==> src/rtl/seq_001_tx_pkg.sv <==
// seq_pkg: shared state encodings and framing constants for the serial transmitter.
package seq_pkg;
    typedef enum logic [1:0] {
        S_IDLE = 2'd0,
        S_PRE  = 2'd1,
        S_DATA = 2'd2,
        S_PAR  = 2'd3
    } state_t;
    localparam logic [2:0] PRE_BITS = 3'b001;
    localparam int DW_DEF = 8;
endpackage

==> src/rtl/seq_001_tx_if.sv <==
// seq_001_tx_if: word-in / serial-out bundle of the transmitter.
interface seq_001_tx_if import seq_pkg::*; #(parameter int DW = DW_DEF);
    logic [DW-1:0] din;
    logic          valid;
    logic          ready;
    logic          ser_out;
    logic          busy;
    logic          frame_done;
    modport master (output din, valid, input ready, ser_out, busy, frame_done);
    modport slave  (input din, valid, output ready, ser_out, busy, frame_done);
endinterface

==> src/rtl/seq_001_tx_shift_reg.sv <==
// tx_shift_reg: parallel-load, shift-left register exposing its MSB.
module tx_shift_reg #(parameter int DW = 8) (
    input  logic          clk,
    input  logic          rst,
    input  logic          load_i,
    input  logic          shift_i,
    input  logic [DW-1:0] d_i,
    output logic          msb_o
);
    logic [DW-1:0] sr_q;
    always_ff @(posedge clk)
        if (rst) sr_q <= '0;
        else if (load_i) sr_q <= d_i;
        else if (shift_i) sr_q <= {sr_q[DW-2:0], 1'b0};
    assign msb_o = sr_q[DW-1];
endmodule

==> src/rtl/seq_001_tx.sv <==
// seq_001_tx: frames each accepted word as preamble, MSB-first payload and even parity.
module seq_001_tx import seq_pkg::*; #(
    parameter int          DW  = DW_DEF,
    parameter logic [2:0]  PRE = PRE_BITS
) (
    input logic         clk,
    input logic         rst,
    seq_001_tx_if.slave bus
);
    // the preamble needs three counter positions even when DW is tiny
    localparam int CW = $clog2(DW) < 2 ? 2 : $clog2(DW);
    localparam logic [CW-1:0] LAST     = CW'(DW - 1);
    localparam logic [CW-1:0] PRE_LAST = CW'(2);
    state_t        state_q, state_d;
    logic [CW-1:0] cnt_q, cnt_d;
    logic          ser_q, ser_d, par_q, par_d, load, shift, msb, acc;
    assign bus.ready      = state_q == S_IDLE || state_q == S_PAR;
    assign bus.busy       = state_q != S_IDLE;
    assign bus.frame_done = state_q == S_PAR;
    assign bus.ser_out    = ser_q;
    assign acc            = bus.valid && bus.ready;
    tx_shift_reg #(.DW(DW)) u_sr (
        .clk(clk), .rst(rst), .load_i(load), .shift_i(shift), .d_i(bus.din), .msb_o(msb)
    );
    always_ff @(posedge clk)
        if (rst) begin
            state_q <= S_IDLE;
            cnt_q   <= '0;
            ser_q   <= 1'b1;
            par_q   <= 1'b0;
        end else begin
            state_q <= state_d;
            cnt_q   <= cnt_d;
            ser_q   <= ser_d;
            par_q   <= par_d;
        end
    // ser_d is the bit belonging to the next state, so ser_out lines up with state_q
    always_comb begin
        state_d = state_q;
        cnt_d   = cnt_q;
        ser_d   = 1'b1;
        par_d   = par_q;
        load    = 1'b0;
        shift   = 1'b0;
        case (state_q)
            S_IDLE, S_PAR:
                if (acc) begin
                    state_d = S_PRE;
                    cnt_d   = '0;
                    ser_d   = PRE[2];
                    par_d   = ^bus.din;
                    load    = 1'b1;
                end else state_d = S_IDLE;
            S_PRE:
                if (cnt_q == PRE_LAST) begin
                    state_d = S_DATA;
                    cnt_d   = '0;
                    ser_d   = msb;
                    shift   = 1'b1;
                end else begin
                    cnt_d = cnt_q + 1'b1;
                    ser_d = cnt_q == '0 ? PRE[1] : PRE[0];
                end
            S_DATA:
                if (cnt_q == LAST) begin
                    state_d = S_PAR;
                    cnt_d   = '0;
                    ser_d   = par_q;
                end else begin
                    cnt_d = cnt_q + 1'b1;
                    ser_d = msb;
                    shift = 1'b1;
                end
            default: state_d = S_IDLE;
        endcase
    end
endmodule

==> src/flat_wrapper.sv <==
// flat-port wrapper written by rule: the top's interface ports become plain ports
module seq_001_tx_flat import seq_pkg::*;
#(
    parameter int          DW  = DW_DEF,
    parameter logic [2:0]  PRE = PRE_BITS
)
  (clk, rst, bus_din, bus_valid, bus_ready, bus_ser_out, bus_busy, bus_frame_done);
  seq_001_tx_if #(.DW(DW)) bus_i ();
  input logic clk;
  input logic rst;
  input wire logic [$bits(bus_i.din)-1:0] bus_din;
  input wire logic [$bits(bus_i.valid)-1:0] bus_valid;
  output wire logic [$bits(bus_i.ready)-1:0] bus_ready;
  output wire logic [$bits(bus_i.ser_out)-1:0] bus_ser_out;
  output wire logic [$bits(bus_i.busy)-1:0] bus_busy;
  output wire logic [$bits(bus_i.frame_done)-1:0] bus_frame_done;
  assign bus_i.din = bus_din;
  assign bus_i.valid = bus_valid;
  assign bus_ready = bus_i.ready;
  assign bus_ser_out = bus_i.ser_out;
  assign bus_busy = bus_i.busy;
  assign bus_frame_done = bus_i.frame_done;
  seq_001_tx #(.DW(DW), .PRE(PRE)) u_core (.clk(clk), .rst(rst), .bus(bus_i));
endmodule
==> config.mk <==
export PLATFORM = sky130hd
export DESIGN_NAME = seq_001_tx_flat
export DESIGN_NICKNAME = d
export VERILOG_FILES = /design/src/rtl/seq_001_tx_pkg.sv /design/src/rtl/seq_001_tx_if.sv /design/src/rtl/seq_001_tx_shift_reg.sv /design/src/rtl/seq_001_tx.sv /design/src/flat_wrapper.sv
export SDC_FILE = /design/constraint.sdc
export NUM_CORES = 1
export LEC_CHECK = 0
export CORE_MARGIN = 4
export CORE_UTILIZATION = 43
export CTS_CLUSTER_SIZE = 12
export DETAILED_ROUTE_END_ITERATION = 16
export PLACE_DENSITY_LB_ADDON = 0.25
export SETUP_SLACK_MARGIN = 0.15
export SKIP_LAST_GASP = 1
export SLEW_MARGIN = 10
export SYNTH_ARGS = -nofsm -noshare
export SYNTH_HDL_FRONTEND = slang
export SYNTH_HIERARCHICAL = 1
export SYNTH_SLANG_ARGS = --single-unit
==> constraint.sdc <==
create_clock -name clk -period 5.2 [get_ports clk]
set_input_delay 1.04 -clock clk [delete_from_list [all_inputs] [get_ports clk]]
set_output_delay 1.04 -clock clk [all_outputs]
set_load 0.1 [all_outputs]
==> results.json, run 1 <==
{
  "worstMarginPinSlew_ns": 0.9639,
  "irDropWorstVdd_mv": 0.4290,
  "clk_pin_slew_ns": 0.10,
  "root_buffer": "clkbuf_4",
  "path_max_fanout": 11,
  "htreeDepth": 1,
  "fill_cells": 203,
  "grt_overflow": 0,
  "row_count": 16,
  "drv_slew": 0,
  "antenna_left": 0,
  "syn_inst": 95,
  "setup_violations": 0,
  "hold_end": "u_core/par_q",
  "finalHoldViolCount": 0,
  "coreArea_sq_um": 1962,
  "outcome": "finished clean",
  "cp.arrival_ns": 2.42,
  "ys_types": 27,
  "cp-start-kind": "flop",
  "grt_max_degree": 16,
  "power.leakage_nw": 0.4009,
  "post_cts_buffers": 0,
  "drc": 0,
  "cts_buffers": 3,
  "hold_class": "flop to flop",
  "wl_per_cell_um": 12.77,
  "cts_tree": "done",
  "worstHoldStart": "u_core/par_q",
  "finClkSkew_ns": 0.005500,
  "drive_gt1_share_pct": 4.545,
  "period_share_pct": 66.57,
  "initial_core_util_pct": 45.03,
  "crit_start": "u_core/state_q[0]",
  "synth_top_cell_by_area": "dfxtp_1",
  "synth_fp_nets": 114,
  "clkLatencyLatePin_ns": 0.28,
  "reg2reg_from": "u_core/state_q[1]",
  "cp.depth": 4,
  "tns_ns": 0,
  "critPathCaptureType": "output pin",
  "dr.pass1.iters": 4,
  "grt_pass1_wl_mm": 2.725,
  "ys_seq_area_share_pct": 33.99,
  "clock-sinks": 15,
  "grt_pass1_vias": 640,
  "synth_area_leaders": "dfxtp_1 (34%), ha_1 (11%), mux2i_1 (9.1%)",
  "diodes": 0,
  "powerDensity_nw_per_um2": 587.6,
  "fp.dieH_um": 53.33,
  "min_period_ns": 3.462,
  "synthToLayoutAreaGrowth_pct": 19.97,
  "gr-usage-all-layers_pct": 13.79,
  "synth_area_sq_um": 883.3,
  "die_area_sq_um": 2844,
  "cts_hold_buf": 0,
  "cp_data_required_time_ns": 4.16,
  "place_area_sq_um": 1032,
  "rsz0062_at_grt": "no",
  "fmax_ghz": 0.2889,
  "ys_ff_latch": 15,
  "crit_path_frequent_cell": "inv_1",
  "worstReg2RegEnd": "u_core/u_sr/sr_q[7]",
  "final_area_sq_um": 1060,
  "synth_top_cell_area_share_pct": 33.99,
  "via_per_inst": 5.161,
  "yosysWarningCount": 6,
  "reg2reg_slack_ns": 3.01,
  "io_buffers": 14,
  "setup_ws_ns": 1.738,
  "slew_headroom_pct": 35.54,
  "hpwl_mm": 1.239,
  "antenna_found_initial": 0,
  "path_class": "flop to output pin",
  "io_pins": 15,
  "critPathBufInv": 3,
  "crit_chain": "inv_1 -> ha_1 -> inv_1 -> clkdlybuf4s50_1",
  "nets": 130,
  "r2r_cells": 6,
  "cp_top_family": "buffers and inverters",
  "holdPathStages": 2,
  "drt_iter0_drc": 10,
  "place_ws_ns": 2.068,
  "drv_cap": 0,
  "crit_slowest_cell": "clkdlybuf4s50_1",
  "syn_area_per_cell_sq_um": 9.298,
  "num_vias": 707,
  "dieWidth_um": 53.33,
  "post_cts_resized": 0,
  "place.gp.congestion": 0.7312,
  "postRouteWirelength_mm": 1.749,
  "slowest_delay_ns": 1.13,
  "cts.path.max_buffers": 2
}
## cell type report
| type | instances | area [sq um] | area share (%) |
|---|---|---|---|
| Clock buffer | 3 | 22.52 | 2.125 |
| Inverter | 11 | 41.29 | 3.896 |
| Multi-Input combinational cell | 66 | 516.7 | 48.76 |
| Timing Repair Buffer | 14 | 140.1 | 13.22 |
| Sequential cell | 15 | 300.3 | 28.34 |
| Tap cell | 27 | 33.78 | 3.188 |
| Clock inverter | 1 | 5.005 | 0.4723 |
## synthesized netlist by cell type
master and number:
nor3b_1 1, o32a_1 1, nand2_1 2, a211oi_1 9
buf_6 1, o2111ai_1 1, a21oi_1 1, and2b_1 1
nor3_1 1, dfxtp_1 15, inv_1 11, o21ai_0 2
clkdlybuf4s18_2 1, o22ai_1 1, xnor2_1 7, mux2i_1 8
a21o_1 1, a2bb2oi_1 1, a31oi_1 2, a211oi_2 1
clkbuf_1 1, ha_1 8, nor2_1 7, or3b_1 1
o22a_1 1, nor2b_1 8, nand3_1 1
## registers in the layout, summed over array words and instances (netlist names)
register            cells
u_core/u_sr/sr_q        8
u_core/cnt_q            3
u_core/state_q          2
u_core/bus.ser_out      1
u_core/par_q            1
## placed cells by master, fill, tap and decap left out, types with 2 or more instances in the layout
| cell | Yosys | layout |
|---|---|---|
| dfxtp_1 | 15 | 15 |
| clkdlybuf4s50_1 | 0 | 14 |
| inv_1 | 11 | 11 |
| a211oi_1 | 9 | 9 |
| nor2b_1 | 8 | 8 |
| mux2i_1 | 8 | 8 |
| ha_1 | 8 | 8 |
| nor2_1 | 7 | 7 |
| xnor2_1 | 7 | 7 |
| clkbuf_4 | 0 | 3 |
| o21ai_0 | 2 | 2 |
| nand2_1 | 2 | 2 |
| a31oi_1 | 2 | 2 |
## how the worst max path moves through the flow
stage,endpoint
detailed placement,bus_ready
floorplan,bus_ready
global route,bus_ready
global placement,bus_ready
CTS,bus_ready
finish,bus_ready
## power by group
group          total, mW  switching, mW  internal, mW  leakage (nW)
registers          0.167         0.0181         0.149         0.124
logic              0.389          0.263         0.125         0.260
clock network     0.0674         0.0389        0.0285        0.0177
total              0.623          0.320         0.303         0.401
## worst min-delay path, stage by stage (launching register included)
cell      delay (ns)
dfxtp_1         0.33
nor2_1          0.12
a211oi_2        0.05
## layer usage
metal | GRT usage, % | wire length [um] | vias to the layer above
met5 | 0 | 0 | -
met4 | 8.936 | 30 | 0
met3 | 3.380 | 81 | 6
met2 | 24.08 | 860 | 19
met1 | 14.43 | 776 | 326
li1 | - | - | 356
## cells by family (layout without fill, tap and decap cells)
kind of cell	Yosys count	count (layout)	synth area share, %
DFF	15	15	33.99
muxes	8	8	9.066
xor gates and xnor gates	7	7	6.941
buffers and inverters	14	29	7.507
and+or+nand+nor	22	22	13.32
adders and majority gates	8	8	11.33
AOI/OAI and AO/OA	21	21	17.85
## through the flow
| stage | cells | utilization, % | hold WS, ns | total power [mW] |
|---|---|---|---|---|
| 5_1_grt | 137 | 54.02 | 0.5714 | 0.6620 |
| 4_1_cts | 137 | 54.02 | 0.5537 | 0.6276 |
| 2_1_floorplan | 95 | - | 0.4989 | 0.4752 |
| 3_3_place_gp | 133 | 52.61 | 0.5263 | 0.5496 |
| 3_5_place_dp | 133 | 52.61 | 0.5374 | 0.5541 |
| 6_report | 137 | 54.02 | 0.5457 | 0.6228 |
(Power assumes the default switching activity.)
==> run 2, diff against run 1 <==
==> constraint.sdc (replaced) <==
create_clock -name clk -period 2.85 [get_ports clk]
set_input_delay 0.57 -clock clk [delete_from_list [all_inputs] [get_ports clk]]
set_output_delay 0.57 -clock clk [all_outputs]
set_load 0.1 [all_outputs]
==> run 2 against run 1 <==
Compared with the run above:
- global-route usage about the same
- worst hold slack lost 0.0092 ns
- die area unchanged
- sequential power grew 83%
- highest routed layer unchanged
==> results.json, run 2 (same netlist as run 1, synthesis figures left out) <==
{
  "outcome": "finished clean",
  "diodes": 0,
  "finalHoldViolCount": 0,
  "largest_reg_flops": 8,
  "antenna_left": 0,
  "rsz0062_at_grt": "no",
  "io_pins": 15,
  "drt_iter0_drc": 4,
  "nets": 130,
  "setup_violations": 0,
  "clk_pin_slew_ns": 0.09,
  "dr.pass1.iters": 4,
  "post_cts_resized": 0,
  "power.leakage_nw": 0.4050,
  "cts_hold_buf": 0,
  "initial_core_util_pct": 45.03,
  "clkPwrFrac_pct": 10.7,
  "antenna_found_initial": 0,
  "postRouteWirelength_mm": 1.670,
  "grt_max_degree": 16,
  "fmax_ghz": 0.4473,
  "gr-usage-all-layers_pct": 13.82,
  "power_mw": 1.108,
  "fill_cells": 208,
  "die_area_sq_um": 2844,
  "wl_per_cell_um": 12.19,
  "critPathCaptureType": "flop",
  "clkLatencyLatePin_ns": 0.27,
  "setup_ws_ns": 0.6145,
  "regMostFlops": "u_core/u_sr/sr_q",
  "cts_tree": "done",
  "min_period_ns": 2.236,
  "path_max_fanout": 11,
  "drc": 0,
  "finClkSkew_ns": 0.001453,
  "p_sw_mw": 0.5689,
  "hold_class": "flop to flop",
  "irDropWorstVdd_mv": 0.9537,
  "tns_ns": 0,
  "cp_data_required_time_ns": 3.03,
  "dieWidth_um": 53.33,
  "post_cts_buffers": 0,
  "root_buffer": "clkbuf_4",
  "multi_input_area_sq_um": 516.7,
  "cp.arrival_ns": 2.42,
  "cts.path.max_buffers": 2,
  "hpwl_mm": 1.316,
  "p_seq_share_pct": 27.7,
  "grt_overflow": 0,
  "cts_buffers": 3,
  "grt_pass1_vias": 667,
  "num_vias": 699,
  "grt_pass1_wl_mm": 2.842,
  "final_core_util_pct": 53.51,
  "worstMarginPinSlew_ns": 0.8047,
  "slew_headroom_pct": 46.16,
  "final_area_sq_um": 1050,
  "io_buffers": 14,
  "place_ws_ns": 0.6344,
  "place_inst": 133,
  "regArea_sq_um": 300.3,
  "period_share_pct": 78.44,
  "finalNonFillerCells": 137,
  "cp-start-kind": "flop",
  "holdWs_ns": 0.5365,
  "top_regs": "u_core/u_sr/sr_q: 8 flops, u_core/cnt_q: 3 flops, u_core/state_q: 2 flops",
  "coreArea_sq_um": 1962,
  "drive_gt1_share_pct": 8.182,
  "htreeDepth": 1,
  "place_area_sq_um": 1022,
  "row_count": 16,
  "via_per_inst": 5.102,
  "drv_cap": 0,
  "final_common_cell": "dfxtp_1",
  "switching_share_pct": 51.34,
  "powerDensity_nw_per_um2": 1056,
  "synthToLayoutAreaGrowth_pct": 18.84,
  "drv_slew": 0,
  "mostFrequentLayoutCells": "dfxtp_1 (15), inv_1 (11), clkdlybuf4s50_1 (10), a211oi_1 (9)",
  "path_class": "flop to flop",
  "fp.dieH_um": 53.33,
  "power_frac_comb_pct": 61.6,
  "p_int_mw": 0.5392,
  "place.gp.congestion": 0.7714,
  "clock-sinks": 15
}
run 2: metal layers:
metal | vias to the layer above | routed length, um | global-route usage [%]
met4 | 0 | 18 | 5.106
met2 | 11 | 850 | 24.69
li1 | 358 | - | -
met1 | 328 | 694 | 15.68
met5 | - | 0 | 0
met3 | 2 | 107 | 3.099
run 2: cell type report:
class	count	share of cell area, %
Clock inverter	1	0.4768
Inverter	11	3.933
Sequential cell	15	28.61
Timing Repair Buffer	14	12.40
Tap cell	27	3.218
Multi-Input combinational cell	66	49.23
Clock buffer	3	2.145
run 2: path summary, 6_finish.rpt:
check | start | endpoint | slack (ns) | cells after the start
setup / recovery | u_core/state_q[0] | u_core/u_sr/sr_q[4] | 0.61 | 6
hold / removal | u_core/par_q | u_core/par_q | 0.54 | 2
setup reg to reg | u_core/state_q[0] | u_core/u_sr/sr_q[4] | 0.61 | 6
hold reg to reg | u_core/par_q | u_core/par_q | 0.54 | 2
run 2: worst max-delay path, stage by stage (launching register included):
cell,delay [ns]
dfxtp_1,0.38
inv_1,0.09
ha_1,0.48
inv_1,0.10
nor2_1,0.64
mux2i_1,0.19
a211oi_1,0.26
run 2: power by group through the flow:
| stage | sequential (mW) | clock [mW] | combinational (mW) |
|---|---|---|---|
| floorplan | 0.345 | 0 | 0.522 |
| global placement | 0.309 | 0 | 0.683 |
| detailed placement | 0.309 | 0 | 0.688 |
| CTS | 0.306 | 0.124 | 0.690 |
| global route | 0.315 | 0.135 | 0.740 |
| finish | 0.306 | 0.119 | 0.683 |
